**config.mk**
```make
export PLATFORM = sky130hd
export DESIGN_NAME = debug_unit
export DESIGN_NICKNAME = d
export VERILOG_FILES = /design/src/rtl/debug_unit.sv
export SDC_FILE = /design/constraint.sdc
export NUM_CORES = 1
export LEC_CHECK = 0
export CAP_MARGIN = 20
export CORE_MARGIN = 2
export CORE_UTILIZATION = 51
export CTS_BUF_LIST = sky130_fd_sc_hd__clkbuf_16
export CTS_CLUSTER_SIZE = 14
export DETAILED_ROUTE_END_ITERATION = 12
export GPL_TIMING_DRIVEN = 0
export HOLD_SLACK_MARGIN = 0.12
export PLACE_DENSITY_LB_ADDON = 0.12
export SETUP_SLACK_MARGIN = 0.4
export SKIP_LAST_GASP = 1
export SLEW_MARGIN = 5
export SYNTH_ARGS = -nofsm -noshare
export SYNTH_HDL_FRONTEND = slang
export SYNTH_SLANG_ARGS = --single-unit
```
**constraint.sdc**
```tcl
create_clock -name i_clk -period 4.05 [get_ports i_clk]
set_clock_uncertainty 0.1 [all_clocks]
set_input_delay 0.81 -clock i_clk [delete_from_list [all_inputs] [get_ports i_clk]]
set_output_delay 0.81 -clock i_clk [all_outputs]
set_load 0.05 [all_outputs]
```
**src/rtl/debug_unit.sv**
```systemverilog
`default_nettype none
// ============================================================================
// Module   : debug_unit
// Purpose  : Host-side debug controller for the 5-stage MIPS pipeline.
//            Decodes host UART command bytes into instruction-memory
//            writes and halt control, and streams a 44-byte snapshot of the
//            four pipeline latches back to the host after a RUN or STEP.
// Ports    : i_clk / i_reset (sync, active-low)      clock and reset
//            i_rx_data, i_rx_valid                    received host byte
//            o_tx_data, o_tx_valid, i_tx_ready        byte to host, handshake
//            i_IF_ID/ID_EX/EX_MEM/MEM_WB_latch        pipeline latch snapshots
//            i_program_end                            pipeline end-of-program
//            o_halt                                   1 = pipeline frozen
//            o_write_instruction_flag, o_instruction_to_write,
//            o_address_to_write_inst                  imem write port
// Options  : DEBUG_ACK_EN - when defined, a completed load answers 0xAA and
//            an unknown command byte answers 0x15; otherwise both are silent.
// Revision : 1.0 - initial release
// ============================================================================
module debug_unit #(
  parameter int unsigned IMEM_DEPTH_WORDS = 256,
  parameter logic [31:0] HALT_INSTR       = 32'hFFFF_FFFF,
  parameter int unsigned RUN_TIMEOUT      = 0
) (
  input  logic         i_clk,
  input  logic         i_reset,
  input  logic [7:0]   i_rx_data,
  input  logic         i_rx_valid,
  output logic [7:0]   o_tx_data,
  output logic         o_tx_valid,
  input  logic         i_tx_ready,
  input  logic [63:0]  i_IF_ID_latch,
  input  logic [138:0] i_ID_EX_latch,
  input  logic [75:0]  i_EX_MEM_latch,
  input  logic [70:0]  i_MEM_WB_latch,
  input  logic         i_program_end,
  output logic         o_halt,
  output logic         o_write_instruction_flag,
  output logic [31:0]  o_instruction_to_write,
  output logic [31:0]  o_address_to_write_inst
);

  localparam logic [31:0] ADDR_LAST  = 32'(4 * IMEM_DEPTH_WORDS - 4);
  localparam logic [31:0] TIMEOUT    = 32'(RUN_TIMEOUT);
  localparam logic [5:0]  LAST_BYTE  = 6'd43;
  localparam logic [7:0]  CMD_LOAD   = 8'h4C;
  localparam logic [7:0]  CMD_RUN    = 8'h52;
  localparam logic [7:0]  CMD_STEP   = 8'h53;
`ifdef DEBUG_ACK_EN
  localparam logic [7:0]  ACK_BYTE   = 8'hAA;
  localparam logic [7:0]  NAK_BYTE   = 8'h15;
`endif

  typedef enum logic [2:0] {
    ST_IDLE    = 3'd0,
    ST_LOAD    = 3'd1,
    ST_LOAD_WR = 3'd2,
    ST_RUN     = 3'd3,
    ST_STEP    = 3'd4,
    ST_SNAP    = 3'd5,
`ifdef DEBUG_ACK_EN
    ST_SEND    = 3'd6,
    ST_ACK     = 3'd7
`else
    ST_SEND    = 3'd6
`endif
  } state_e;

  state_e         state_q, state_d;
  logic           halt_q,  halt_d;
  logic [31:0]    addr_q,  addr_d;
  logic [31:0]    word_q,  word_d;
  logic [5:0]     bcnt_q,  bcnt_d;   // byte index within a load word or a dump
  logic [31:0]    cnt_q,   cnt_d;    // unhalted cycles elapsed in RUN
  logic [351:0]   shift_q, shift_d;  // outgoing bytes, LSB byte is on the wire

  always_ff @(posedge i_clk) begin
    if (!i_reset) begin
      state_q <= ST_IDLE;
      halt_q  <= 1'b1;
      addr_q  <= '0;
      word_q  <= '0;
      bcnt_q  <= '0;
      cnt_q   <= '0;
      shift_q <= '0;
    end else begin
      state_q <= state_d;
      halt_q  <= halt_d;
      addr_q  <= addr_d;
      word_q  <= word_d;
      bcnt_q  <= bcnt_d;
      cnt_q   <= cnt_d;
      shift_q <= shift_d;
    end
  end

  always_comb begin
    state_d = state_q;
    halt_d  = halt_q;
    addr_d  = addr_q;
    word_d  = word_q;
    bcnt_d  = bcnt_q;
    cnt_d   = cnt_q;
    shift_d = shift_q;

    case (state_q)
      ST_IDLE: begin
        halt_d = 1'b1;
        if (i_rx_valid) begin
          case (i_rx_data)
            CMD_LOAD: begin
              state_d = ST_LOAD;
              addr_d  = '0;
              bcnt_d  = '0;
            end
            CMD_RUN: begin
              state_d = ST_RUN;
              cnt_d   = '0;
            end
            CMD_STEP: begin
              state_d = ST_STEP;
            end
            default: begin
`ifdef DEBUG_ACK_EN
              shift_d = {344'd0, NAK_BYTE};
              state_d = ST_ACK;
`endif
            end
          endcase
        end
      end

      ST_LOAD: begin
        if (i_rx_valid) begin
          // Shift in from the top so the first byte ends up in [7:0].
          word_d = {i_rx_data, word_q[31:8]};
          if (bcnt_q == 6'd3) begin
            bcnt_d  = '0;
            state_d = ST_LOAD_WR;
          end else begin
            bcnt_d  = bcnt_q + 6'd1;
          end
        end
      end

      ST_LOAD_WR: begin
        addr_d = (addr_q == ADDR_LAST) ? 32'd0 : addr_q + 32'd4;
        if (word_q == HALT_INSTR) begin
`ifdef DEBUG_ACK_EN
          shift_d = {344'd0, ACK_BYTE};
          state_d = ST_ACK;
`else
          state_d = ST_IDLE;
`endif
        end else begin
          state_d = ST_LOAD;
        end
      end

      ST_RUN: begin
        // First RUN cycle is still halted; release it and guarantee at least
        // one unhalted cycle before any stop condition is honoured.
        if (halt_q) begin
          halt_d = 1'b0;
          cnt_d  = 32'd1;
        end else if (i_program_end || ((TIMEOUT != 32'd0) && (cnt_q >= TIMEOUT))) begin
          halt_d  = 1'b1;
          state_d = ST_SNAP;
        end else begin
          cnt_d  = cnt_q + 32'd1;
        end
      end

      ST_STEP: begin
        if (halt_q) begin
          halt_d = 1'b0;
        end else begin
          halt_d  = 1'b1;
          state_d = ST_SNAP;
        end
      end

      ST_SNAP: begin
        // Pipeline has been frozen for a full cycle, so the latches are settled.
        shift_d = {2'b00, i_MEM_WB_latch, i_EX_MEM_latch, i_ID_EX_latch, i_IF_ID_latch};
        bcnt_d  = '0;
        state_d = ST_SEND;
      end

      ST_SEND: begin
        if (i_tx_ready) begin
          shift_d = {8'h00, shift_q[351:8]};
          if (bcnt_q == LAST_BYTE) begin
            bcnt_d  = '0;
            state_d = ST_IDLE;
          end else begin
            bcnt_d  = bcnt_q + 6'd1;
          end
        end
      end

`ifdef DEBUG_ACK_EN
      ST_ACK: begin
        if (i_tx_ready) begin
          shift_d = '0;
          state_d = ST_IDLE;
        end
      end
`endif

      default: begin
        state_d = ST_IDLE;
        halt_d  = 1'b1;
      end
    endcase
  end

  always_comb begin
`ifdef DEBUG_ACK_EN
    o_tx_valid = (state_q == ST_SEND) || (state_q == ST_ACK);
`else
    o_tx_valid = (state_q == ST_SEND);
`endif
    o_tx_data                = o_tx_valid ? shift_q[7:0] : 8'h00;
    o_halt                   = halt_q;
    o_write_instruction_flag = (state_q == ST_LOAD_WR);
    o_instruction_to_write   = o_write_instruction_flag ? word_q : 32'd0;
    o_address_to_write_inst  = o_write_instruction_flag ? addr_q : 32'd0;
  end

endmodule
`default_nettype wire
```
Word-level counts from Yosys, hierarchy flattened
Index checks and enable logic that the tools add are counted.

Output and inout port bits: 75. Register bits: 426. Input bits: 363.

Reduce and logical (&&, ||, !) cells: 10. Mux-type cells: 31. Add/sub/neg operators: 2. Eq/ne operators: 23.

Operator list (count): one-hot mux 352 bit (2 select lines) (1); two-way mux 352 bit (1); two-way mux 32 bit (5); one-hot mux 32 bit (2 select lines) (1); two-way mux 6 bit (6); adder 32 x 3 -> 32 bit (second input constant) (1); equality test 32 x 10 -> 1 bit (second input constant) (1); equality test 32 bit (second input constant) (1); equality test 8 x 7 -> 1 bit (second input constant) (3); two-way mux 3 bit (8); one-hot mux 6 bit (4 select lines) (1); one-hot mux 3 bit (7 select lines) (1); != test 2 bit (second input constant) (6); equality test 3 bit (second input constant) (3); one-hot mux 3 bit (3 select lines) (1); AND reduction 9 bit (1); two-way mux 8 bit (1); adder 6 x 1 -> 6 bit (second input constant) (1); equality test 3 x 2 -> 1 bit (second input constant) (2); equality test 6 x 2 -> 1 bit (second input constant) (1); equality test 6 bit (second input constant) (1); != test 2 x 1 -> 1 bit (second input constant) (3); AND reduction 5 bit (1); two-way mux 1 bit (4); 9 further kinds (11).

Logic depth before layout (Yosys ltp)
Depth after elaboration: 4. Mapped depth: 10. Mapped depth without buffers: 8.

Least setup slack after synthesis
Ideal clock, no wire load.

Path kind: flip-flop to output port. Start: register state_q[0]. End: output port o_address_to_write_inst[19]. Path slack: 1.063 ns. Data required time: 3.140 ns. Path buffers: 2. Data arrival time: 2.077 ns. Stages on the path, launching flop included: 8. Path through: dfxtp_1 -> inv_1 -> ha_1 -> clkbuf_1 -> nand2b_1 -> inv_1 -> clkbuf_1 -> and2_1.

Longest elaborated chain between the ends: 2.

Ends and longest elaborated chain: from (decl) (RTL line 69) `state_e state_q, state_d;`; from (signal assigned) (RTL line 87) `state_q <= state_d;`; equality test 3 x 2 -> 1 bit (RTL line 226) `o_write_instruction_flag = (state_q == ST_LOAD_WR);`; via o_write_instruction_flag (RTL line 38) `output logic o_write_instruction_flag,`; two-way mux 32 bit (RTL line 228) `o_address_to_write_inst = o_write_instruction_flag ? addr_q : 32'd0;`; to (decl) (RTL line 40) `output logic [31:0] o_address_to_write_inst`.

The timed path passes the listed nets, and every way through them passes these cells.

Worst setup path after layout
Start: register state_q[0]. End: output port o_instruction_to_write[5].

Longest elaborated chain between the ends: 2.

Ends and longest elaborated chain: equality test 3 x 2 -> 1 bit (RTL line 226); two-way mux 32 bit (RTL line 227) `o_instruction_to_write = o_write_instruction_flag ? word_q : 32'd0;`; to (decl) (RTL line 39) `output logic [31:0] o_instruction_to_write,`.

Every way passes these cells.

==> impl_metrics.yaml <==
outcome:
  status: "finished clean"
cells_and_area:
  final_nets: 3291
  multi_input_area_um2: 9340
  fin_util_pct: 68.52
  drive_gt1_share_pct: 5.213
  seqCellArea_um2: 8448
  area_growth_pct: 33.25
  fillers: 3100
  fin_cells: 3433
drt:
  wl_um: 60560
  wl_per_cell_um: 17.64
  drt.antenna.violating_nets: 0
  drc: 0
  drtIter0Drc: 1258
  dr.pass1.iters: 7
  vias: 19520
  vias_per_cell: 5.686
global_route:
  antenna_found_initial: 14
  grt-ovfl-total: 0
  grt_max_degree: 15
  grt_pass1_vias: 18745
  grtUsageTotal_pct: 30.40
  grt_pass1_wl_um: 94950
placed_design:
  io_buffer_count: 434
  dp_cells: 3343
  place_ws_ns: -0.03583
  place_congestion: 0.9355
  dp_hpwl_um: 45440
sta:
  fin_setup_tns_ns: 0
  fin_ws_ns: 0.4750
  rsz0062_at_grt: "true"
  finalCriticalPeriod_ns: 3.575
  drv_slew: 0
  hold_viol_final: 0
  max_slew.worst_pin.slew_ns: 0.8449
  setup_viol: 0
  max_freq_mhz: 279.7
  maxSlewHeadroom_pct: 43.67
  timing.final.crit_share_pct: 88.27
setup_path:
  crit_type: "reg -> out"
  worst_path_max_delay_cell: "clkdlybuf4s15_2"
  path_buf_inv: 6
  crit_path_start_kind: "register"
  critPathRequiredTime_ns: 3.14
  crit_family: "buffers and inverters"
  r2r_end: "addr_q[4]$_SDFFE_PN0P_"
  r2r-start: "state_q[0]$_SDFFE_PN0P_"
  cp_max_fo: 10
  cp_cell_sequence: "inv_1 -> ha_1 -> buf_2 -> nand2b_1 -> inv_1 -> buf_2 -> clkbuf_2 -> and2_1 -> clkdlybuf4s15_2"
  endpoint_kind: "output pin"
  r2r.worst_path.cells: 9
  max_stage_delay_ns: 0.37
  cp.arrival_ns: 2.67
  r2r_slack_ns: 0.83
clock_network:
  post_cts_buffers: 0
  htreeDepth: 2
  cts_buffers: 44
  clock-sinks: 422
  clkTransAtPathRegs_ns: 0.06
  worst_skew_pair.late_latency_ns: 0.54
  root_buffer: "clkbuf_16"
  cts_max_path_buffers: 3
  cts_tree: "built"
  cts-hold-fix-buffers: 0
yosys:
  yosysTopAreaCell: "dfxtp_1"
  yosysTopAreaCellShare_pct: 45.20
  yosysMostFrequentCell: "nand2_1"
  synth.area.mux_share_pct: 0.1673
  yosys.area_share.simple_pct: 28.18
  synth_adder_area_share_pct: 0.4686
  seq_area_frac_synth_pct: 45.20
  synth_xor_area_share_pct: 1.031
  synth_compound_area_share_pct: 20.03
  synth_edf_count: 0
  ys_ff_latch: 422
  synthArstFlopShare_pct: 0
  synth_top_family_by_area: "simple AND/OR/NAND/NOR gates"
  synth.cell_area_um2: 18690
  synthTopCellsByArea: "dfxtp_1 45%, a311oi_1 16%, nand2_1 15%, nor2_1 7.8%, clkbuf_1 4.1%"
  synthTopCellsByCount: "767 x nand2_1, 422 x dfxtp_1, 389 x nor2_1"
  ys_warn_count: 0
  synth.avg_cell_area_um2: 7.661
  netlist_instances: 2440
  synth_ff_type: "dfxtp_1"
  synth_cell_types: 58
floorplanning:
  rows: 70
  fp.dieW_um: 195.4
  core-area_um2: 36350
  fp.dieH_um: 195.4
  start_util_pct: 51.43
  ios: 438
  dieArea_um2: 38200
power_and_ir_drop:
  power.total_mw: 9.291
  p_per_area_nw_per_um2: 373.1
  p_leak_nw: 8.732
  irDropWorstVdd_mv: 0.2834
min_path:
  whs_path_depth: 2
  min_to: "shift_q[235]$_SDFFE_PN0P_"
  worstHoldPathType: "reg -> reg"
  hold_path.startpoint: "shift_q[243]$_SDFFE_PN0P_"
run:
  drv_cap: 0
[how the worst max path moves through the flow]
stage,cells past startpoint,slack (ns),end,start
2_1_floorplan,7,1.06,o_address_to_write_inst[19],state_q[0]$_SDFFE_PN0P_
3_3_place_gp,7,0.03,addr_q[2]$_SDFFE_PN0P_,i_rx_data[6]
3_5_place_dp,7,-0.04,addr_q[13]$_SDFFE_PN0P_,i_rx_data[6]
4_1_cts,4,0.40,o_tx_data[7],state_q[2]$_SDFFE_PN0P_
5_1_grt,9,0.30,o_instruction_to_write[5],state_q[0]$_SDFFE_PN0P_
6_report,9,0.47,o_instruction_to_write[5],state_q[0]$_SDFFE_PN0P_
[worst min-delay path, delay by kind of cell, from the launching register on]
family | cells | cell delay (ns)
DFF | 1 | 0.31
AOI/OAI and AO/OA | 1 | 0.07
and+or+nand+nor | 1 | 0.05
[where the power goes]
group	switching [mW]	internal [mW]	total, mW
registers	0.0245	4.18	4.20
logic	0.538	0.472	1.01
clock network	1.68	2.40	4.08
[per-layer routing]
metal	GRT usage, %	vias up	wire length (um)
li1	-	9467	-
met1	38.41	9056	24960
met2	51.02	836	28320
met3	5.043	153	4750
met4	13.83	8	2480
met5	0	-	46
[flip-flops by register name, summed over array words and instances, names as in the netlist]
| register | count |
|---|---|
| state_q | 3 |
| addr_q | 30 |
| o_halt | 1 |
| shift_q | 350 |
| bcnt_q | 6 |
| word_q | 32 |
[stage by stage]
step / hold slack [ns] / area (um^2)
finish: 0.3706 / 24910
global route: 0.3879 / 24900
CTS: 0.3738 / 25100
detailed placement: 0.3657 / 23630
global placement: 0.3609 / 23630
floorplan: 0.3446 / 18700
[cell families (layout without fill, tap and decap cells)]
logic type / Yosys count / count (layout)
xor gates and xnor gates: 22 / 22
adders and majority gates: 7 / 7
other: 1 / 13
AOI/OAI and AO/OA: 449 / 449
buffers and inverters: 239 / 752
DFF: 422 / 422
muxes: 3 / 3
and+or+nand+nor: 1297 / 1297
[cell usage in the layout, fill, tap and decap left out, drive strengths merged, types with 7 or more instances in the layout]
cell type      Yosys  routed
a311oi           343     343
buf               21      47
and3              12      12
and2              59      59
clkbuf           202     271
nand3              7       7
clkinv             1      21
diode              0      11
dlygate4sd2        0       9
clkdlybuf4s50      0     366
dfxtp            422     422
inv               15      19
nand2            767     767
nand4             16      16
o21ai             11      11
a22oi              8       8
ha                 7       7
nor4               8       8
a2111oi            9       9
a211oi             7       7
a21oi             47      47
xnor2             16      16
nor2             389     389
[final cells by class]
cell class                      instances  area share, %
Multi-Input combinational cell       1780          37.50
Sequential cell                       422          33.92
Timing Repair Buffer                  434          16.57
Clock buffer                           45          4.521
Buffer                                223          3.486
Tap cell                              468          2.351
Clock inverter                         34          1.286
Inverter                               16         0.2512
Antenna cell                           11         0.1105
[repair_timing]
item | CTS | global route
endpoints found under the setup margin | 67 | 87
gates resized for setup | 155 | 130
pin swaps | 0 | 0
Power figures use the tool's default switching activity.
